## src/rtl/bp_packer.sv

```systemverilog
// bp_packer: stream upsizer that gathers RATIO consecutive DATAW-bit beats into one
// DATAW*RATIO-bit word, with ready/valid backpressure on both sides.
// Beat k of a word lands in data_o[k*DATAW +: DATAW]; the output word is registered.
// Optional feature macro: BP_PACKER_LAST_EN (adds last_i, last_o, keep_o so that a
// beat flagged with last_i closes a partial word early).
//
// state | meaning
// r_cnt | lane that the next accepted beat is written into (0..RATIO-1)
// r_acc | lanes 0..r_cnt-1 of the word being gathered, upper lanes zero
// r_valid | r_data holds a word that downstream has not yet taken
module bp_packer #(
  parameter int DATAW = 8,
  parameter int RATIO = 4
) (
  input  logic                   clk_i,
  input  logic                   rst_ni,
  input  logic [DATAW-1:0]       data_i,
  input  logic                   valid_i,
`ifdef BP_PACKER_LAST_EN
  input  logic                   last_i,
  output logic                   last_o,
  output logic [RATIO-1:0]       keep_o,
`endif
  output logic                   ready_o,
  output logic [DATAW*RATIO-1:0] data_o,
  output logic                   valid_o,
  input  logic                   ready_i
);

  localparam int CNTW = (RATIO > 1) ? $clog2(RATIO) : 1;
  localparam int OUTW = DATAW * RATIO;

  logic [CNTW-1:0] r_cnt;
  logic [OUTW-1:0] r_acc;
  logic [OUTW-1:0] r_data;
  logic            r_valid;

  logic            w_closing;
  logic            w_accept;
  logic [OUTW-1:0] w_word;
  logic [OUTW-1:0] w_acc_next;

`ifdef BP_PACKER_LAST_EN
  logic             r_last;
  logic [RATIO-1:0] r_keep;
  logic [RATIO-1:0] w_keep;

  assign w_closing = (r_cnt == CNTW'(RATIO - 1)) || last_i;
`else
  assign w_closing = (r_cnt == CNTW'(RATIO - 1));
`endif

  // A closing beat may only be taken when the output register is free or being emptied;
  // non-closing beats go to the accumulator and never need to wait.
  assign ready_o  = w_closing ? (~r_valid | ready_i) : 1'b1;
  assign w_accept = valid_i & ready_o;

  // Merge the incoming beat into lane r_cnt; lanes above r_cnt are already zero in r_acc.
  always_comb begin
    w_word     = r_acc;
    w_acc_next = r_acc;
    for (int k = 0; k < RATIO; k++) begin
      if (k == int'(r_cnt)) begin
        w_word[k*DATAW +: DATAW]     = data_i;
        w_acc_next[k*DATAW +: DATAW] = data_i;
      end
    end
  end

`ifdef BP_PACKER_LAST_EN
  // Lanes 0..r_cnt hold real beats in the word closed by this beat.
  always_comb begin
    w_keep = '0;
    for (int k = 0; k < RATIO; k++) begin
      w_keep[k] = (k <= int'(r_cnt));
    end
  end
`endif

  // Gathering side: lane counter and accumulator, cleared whenever a word closes.
  always_ff @(posedge clk_i) begin
    if (!rst_ni) begin
      r_cnt <= '0;
      r_acc <= '0;
    end else if (w_accept) begin
      if (w_closing) begin
        r_cnt <= '0;
        r_acc <= '0;
      end else begin
        r_cnt <= r_cnt + CNTW'(1);
        r_acc <= w_acc_next;
      end
    end
  end

  // Output register: loaded by a closing beat (even in the cycle the old word is taken),
  // otherwise held while stalled and invalidated once taken.
  always_ff @(posedge clk_i) begin
    if (!rst_ni) begin
      r_data  <= '0;
      r_valid <= 1'b0;
`ifdef BP_PACKER_LAST_EN
      r_last  <= 1'b0;
      r_keep  <= '0;
`endif
    end else if (w_accept && w_closing) begin
      r_data  <= w_word;
      r_valid <= 1'b1;
`ifdef BP_PACKER_LAST_EN
      r_last  <= last_i;
      r_keep  <= w_keep;
`endif
    end else if (r_valid && ready_i) begin
      r_valid <= 1'b0;
    end
  end

  assign data_o  = r_data;
  assign valid_o = r_valid;
`ifdef BP_PACKER_LAST_EN
  assign last_o  = r_last;
  assign keep_o  = r_keep;
`endif

endmodule
```

## config.mk

```make
export PLATFORM = sky130hd
export DESIGN_NAME = bp_packer
export DESIGN_NICKNAME = d
export VERILOG_FILES = /design/src/rtl/bp_packer.sv
export SDC_FILE = /design/constraint.sdc
export NUM_CORES = 1
export LEC_CHECK = 0
export ABC_AREA = 1
export CELL_PAD_IN_SITES_DETAIL_PLACEMENT = 1
export CELL_PAD_IN_SITES_GLOBAL_PLACEMENT = 1
export CORE_MARGIN = 2
export CORE_UTILIZATION = 43
export CTS_CLUSTER_SIZE = 25
export DETAILED_ROUTE_END_ITERATION = 16
export DONT_BUFFER_PORTS = 1
export GPL_TIMING_DRIVEN = 0
export PLACE_DENSITY_LB_ADDON = 0.05
export SYNTH_ARGS = -nofsm -noshare
export SYNTH_HDL_FRONTEND = slang
export SYNTH_SLANG_ARGS = --single-unit
```

## constraint.sdc

```tcl
create_clock -name clk_i -period 1.41 [get_ports clk_i]
set_input_delay 0.282 -clock clk_i [delete_from_list [all_inputs] [get_ports clk_i]]
set_output_delay 0.282 -clock clk_i [all_outputs]
set_load 0.03 [all_outputs]
```

==> results.sh <==
export IMPL_cts_htree_levels=3
export IMPL_layout_drive_gt1_share_pct=12.6
export IMPL_ys_seq_area_share_pct=43.1
export IMPL_status="finished, final reports clean"
export IMPL_synth_top_family_by_area="simple AND/OR/NAND/NOR gates"
export IMPL_clock_latency_ns=0.34
export IMPL_crit_chain="ha_4, nand3_4"
export IMPL_yosysTopAreaCell="dfxtp_1"
export IMPL_synthSimpleGateAreaFrac_pct=30.0
export IMPL_grt_pass1_vias=2416
export IMPL_setup_viol=0
export IMPL_clock_fmax_mhz=717
export IMPL_yosys_area_top_type_share_pct=43.1
export IMPL_synthAdderAreaFrac_pct=1.83
export IMPL_synth_cells=411
export IMPL_firstDrtPassIters=4
export IMPL_final_max_slew_viol_count=0
export IMPL_antenna_found_initial=0
export IMPL_p_leak_nw=1.44
export IMPL_slowest_stage="dfxtp_4"
export IMPL_p_per_area_nw_per_um2=1140
export IMPL_synth_ff_latch_count=59
export IMPL_final_hold_violation_count=0
export IMPL_synth_mux_area_share_pct=0
export IMPL_synthesis_area_um2=2740
export IMPL_synth_compound_area_share_pct=11.3
export IMPL_worst_pin_slew_ns=0.531
export IMPL_wirelength_um=7140
export IMPL_synth_xor_area_share_pct=0
export IMPL_crit_type="flop to output pin"
export IMPL_cts_buffers=9
export IMPL_min_path_type="input port to flop"
export IMPL_cts_clk_slew_worst_paths_ns=0.07
export IMPL_period_share_pct=98.9
export IMPL_max_stage_delay_ns=0.39
export IMPL_rows=29
export IMPL_synth_avg_cell_area_um2=6.67
export IMPL_arrival_ns=1.11
export IMPL_ctsHoldBuffers=0
export IMPL_synthesis_nets=427
export IMPL_synth_commonest_cells="nand2_1, inv_1, dfxtp_1, nor2_1, a21oi_1"
export IMPL_peakVddDrop_mv=0.728
export IMPL_wl_per_cell_um=14.1
export IMPL_pin_count=46
export IMPL_syn_to_final_growth_pct=14.9
export IMPL_die_area_um2=7030
export IMPL_synth_most_common_cell="nand2_1"
export IMPL_cts_buffer_depth=2
export IMPL_critPathRequiredTime_ns=1.13
export IMPL_rsz0062_at_grt="yes"
export IMPL_grt_remaining_overflow=0
export IMPL_drc=0
export IMPL_whs_ns=0.0754
export IMPL_gp_congestion=0.777
export IMPL_grt_max_degree=11
export IMPL_end_kind="output pin"
export IMPL_synth_flop_cell="dfxtp_1"
export IMPL_synth_edf_count=0
export IMPL_ys_types=18
export IMPL_drtIter0Drc=59
export IMPL_io_buffers=0
export IMPL_fin_crit_ns=1.39
export IMPL_clock_sinks=59
export IMPL_final_nets=442
export IMPL_grtUsageTotal_pct=21.1
export IMPL_initial_core_util_pct=43.9
export IMPL_worstPathMaxFanout=4
export IMPL_die_h_um=83.8
export IMPL_grt_pass1_wl_um=11600
export IMPL_tns_ns=0
export IMPL_num_vias=2440
export IMPL_core_area_um2=6240
export IMPL_start_kind="flop"
export IMPL_die_x_um=83.8
export IMPL_synth_area_leaders="dfxtp_1, nand2_1, inv_1"
export IMPL_utilization_pct=50.4
export IMPL_vias_per_cell=4.81
export IMPL_slew_headroom_pct=64.6
export IMPL_cts_root_buffer="clkbuf_8"
export IMPL_dp_hpwl_um=4890
export IMPL_synth_async_sr_flop_share_pct=0
export IMPL_cts_tree="done"
export IMPL_cap_violations=0
export IMPL_synth_warnings=0
export IMPL_route_antenna_remaining_nets=0
export IMPL_skew_ns=0.00981
export IMPL_diodes=0
[layout by cell type, fill, tap and decap left out, types with 2 or more instances in the layout]
cell / netlist / routed
nand2_1: 164 / 158
inv_1: 65 / 61
dfxtp_1: 59 / 56
nor2_1: 42 / 42
a21oi_1: 25 / 24
o21bai_1: 24 / 24
clkbuf_8: 0 / 12
buf_4: 0 / 7
buf_2: 11 / 7
clkbuf_1: 5 / 6
nand2_2: 0 / 6
nand3_4: 0 / 2
buf_8: 2 / 2
inv_6: 0 / 2
buf_6: 2 / 2
ha_1: 4 / 2
ha_4: 0 / 2
clkinv_2: 0 / 2
dfxtp_4: 0 / 2
[final timing paths]
kind         startpoint    endpoint  slack [ns]  depth (start not counted)
min reg2reg   r_acc[14]   r_acc[14]        0.46                          2
max reg2reg    r_cnt[1]    r_cnt[0]        0.07                          6
min           data_i[7]  data_o[31]        0.08                          2
max            r_cnt[1]     ready_o        0.02                          2
[metal layers]
layer	up-vias	wire [um]	global-route usage (%)	share of wire, %
met5	-	0	0	0
met2	41	3510	36.0	49
met1	1143	3260	26.1	46
li1	1247	-	-	-
met4	0	85	5.28	1.2
met3	9	281	6.53	3.9
[power by group]
group	leakage, nW	switching, mW	internal (mW)	total (mW)
combinational	0.869	0.243	0.149	0.391
sequential	0.480	0.0686	1.72	1.79
clock	0.0953	0.649	0.767	1.42
total	1.44	0.961	2.63	3.60
[registers in the layout, indices dropped and copies added (netlist names)]
signal,flops
data_o,32
r_acc,24
r_cnt,2
valid_o,1
[kinds of logic after synthesis]
kind of cell	after synthesis
simple gates	211
buf+inv	87
flops	59
compound gates	50
fa+ha+maj	4
[cell type report]
type,count,area [um^2]
Buffer,20,133
Tap cell,77,96.3
Clock buffer,13,169
Timing Repair Buffer,5,37.5
Inverter,66,264
Fill cell,833,3090
Sequential cell,59,1190
Clock inverter,2,10.0
Multi-Input combinational cell,265,1250
[stage by stage]
| stage | cell area [um^2] | instances | power (mW) | setup slack, ns |
|---|---|---|---|---|
| 2_1_floorplan | 2740 | 411 | 2.09 | 0.0307 |
| 3_3_place_gp | 2840 | 488 | 2.16 | -0.165 |
| 3_5_place_dp | 2840 | 488 | 2.17 | -0.223 |
| 4_1_cts | 3070 | 505 | 3.62 | 0.0132 |
| 5_1_grt | 3150 | 507 | 3.77 | -0.0179 |
| 6_report | 3150 | 507 | 3.60 | 0.0155 |
[repair_timing]
item | 4_1_cts | 5_1_grt
buffers inserted | 2 | 3
setup endpoints to repair | 60 | 50
pin swaps | 1 | 13
resized for setup | 13 | 22
[worst max-delay path, delay by kind of cell, from the launching register on]
family	cells	cell delay (ns)
flip-flops	1	0.39
AND/OR/NAND/NOR	1	0.18
adder cells (fa/ha/maj)	1	0.20
Note: power is estimated with default switching activity, not from simulation.
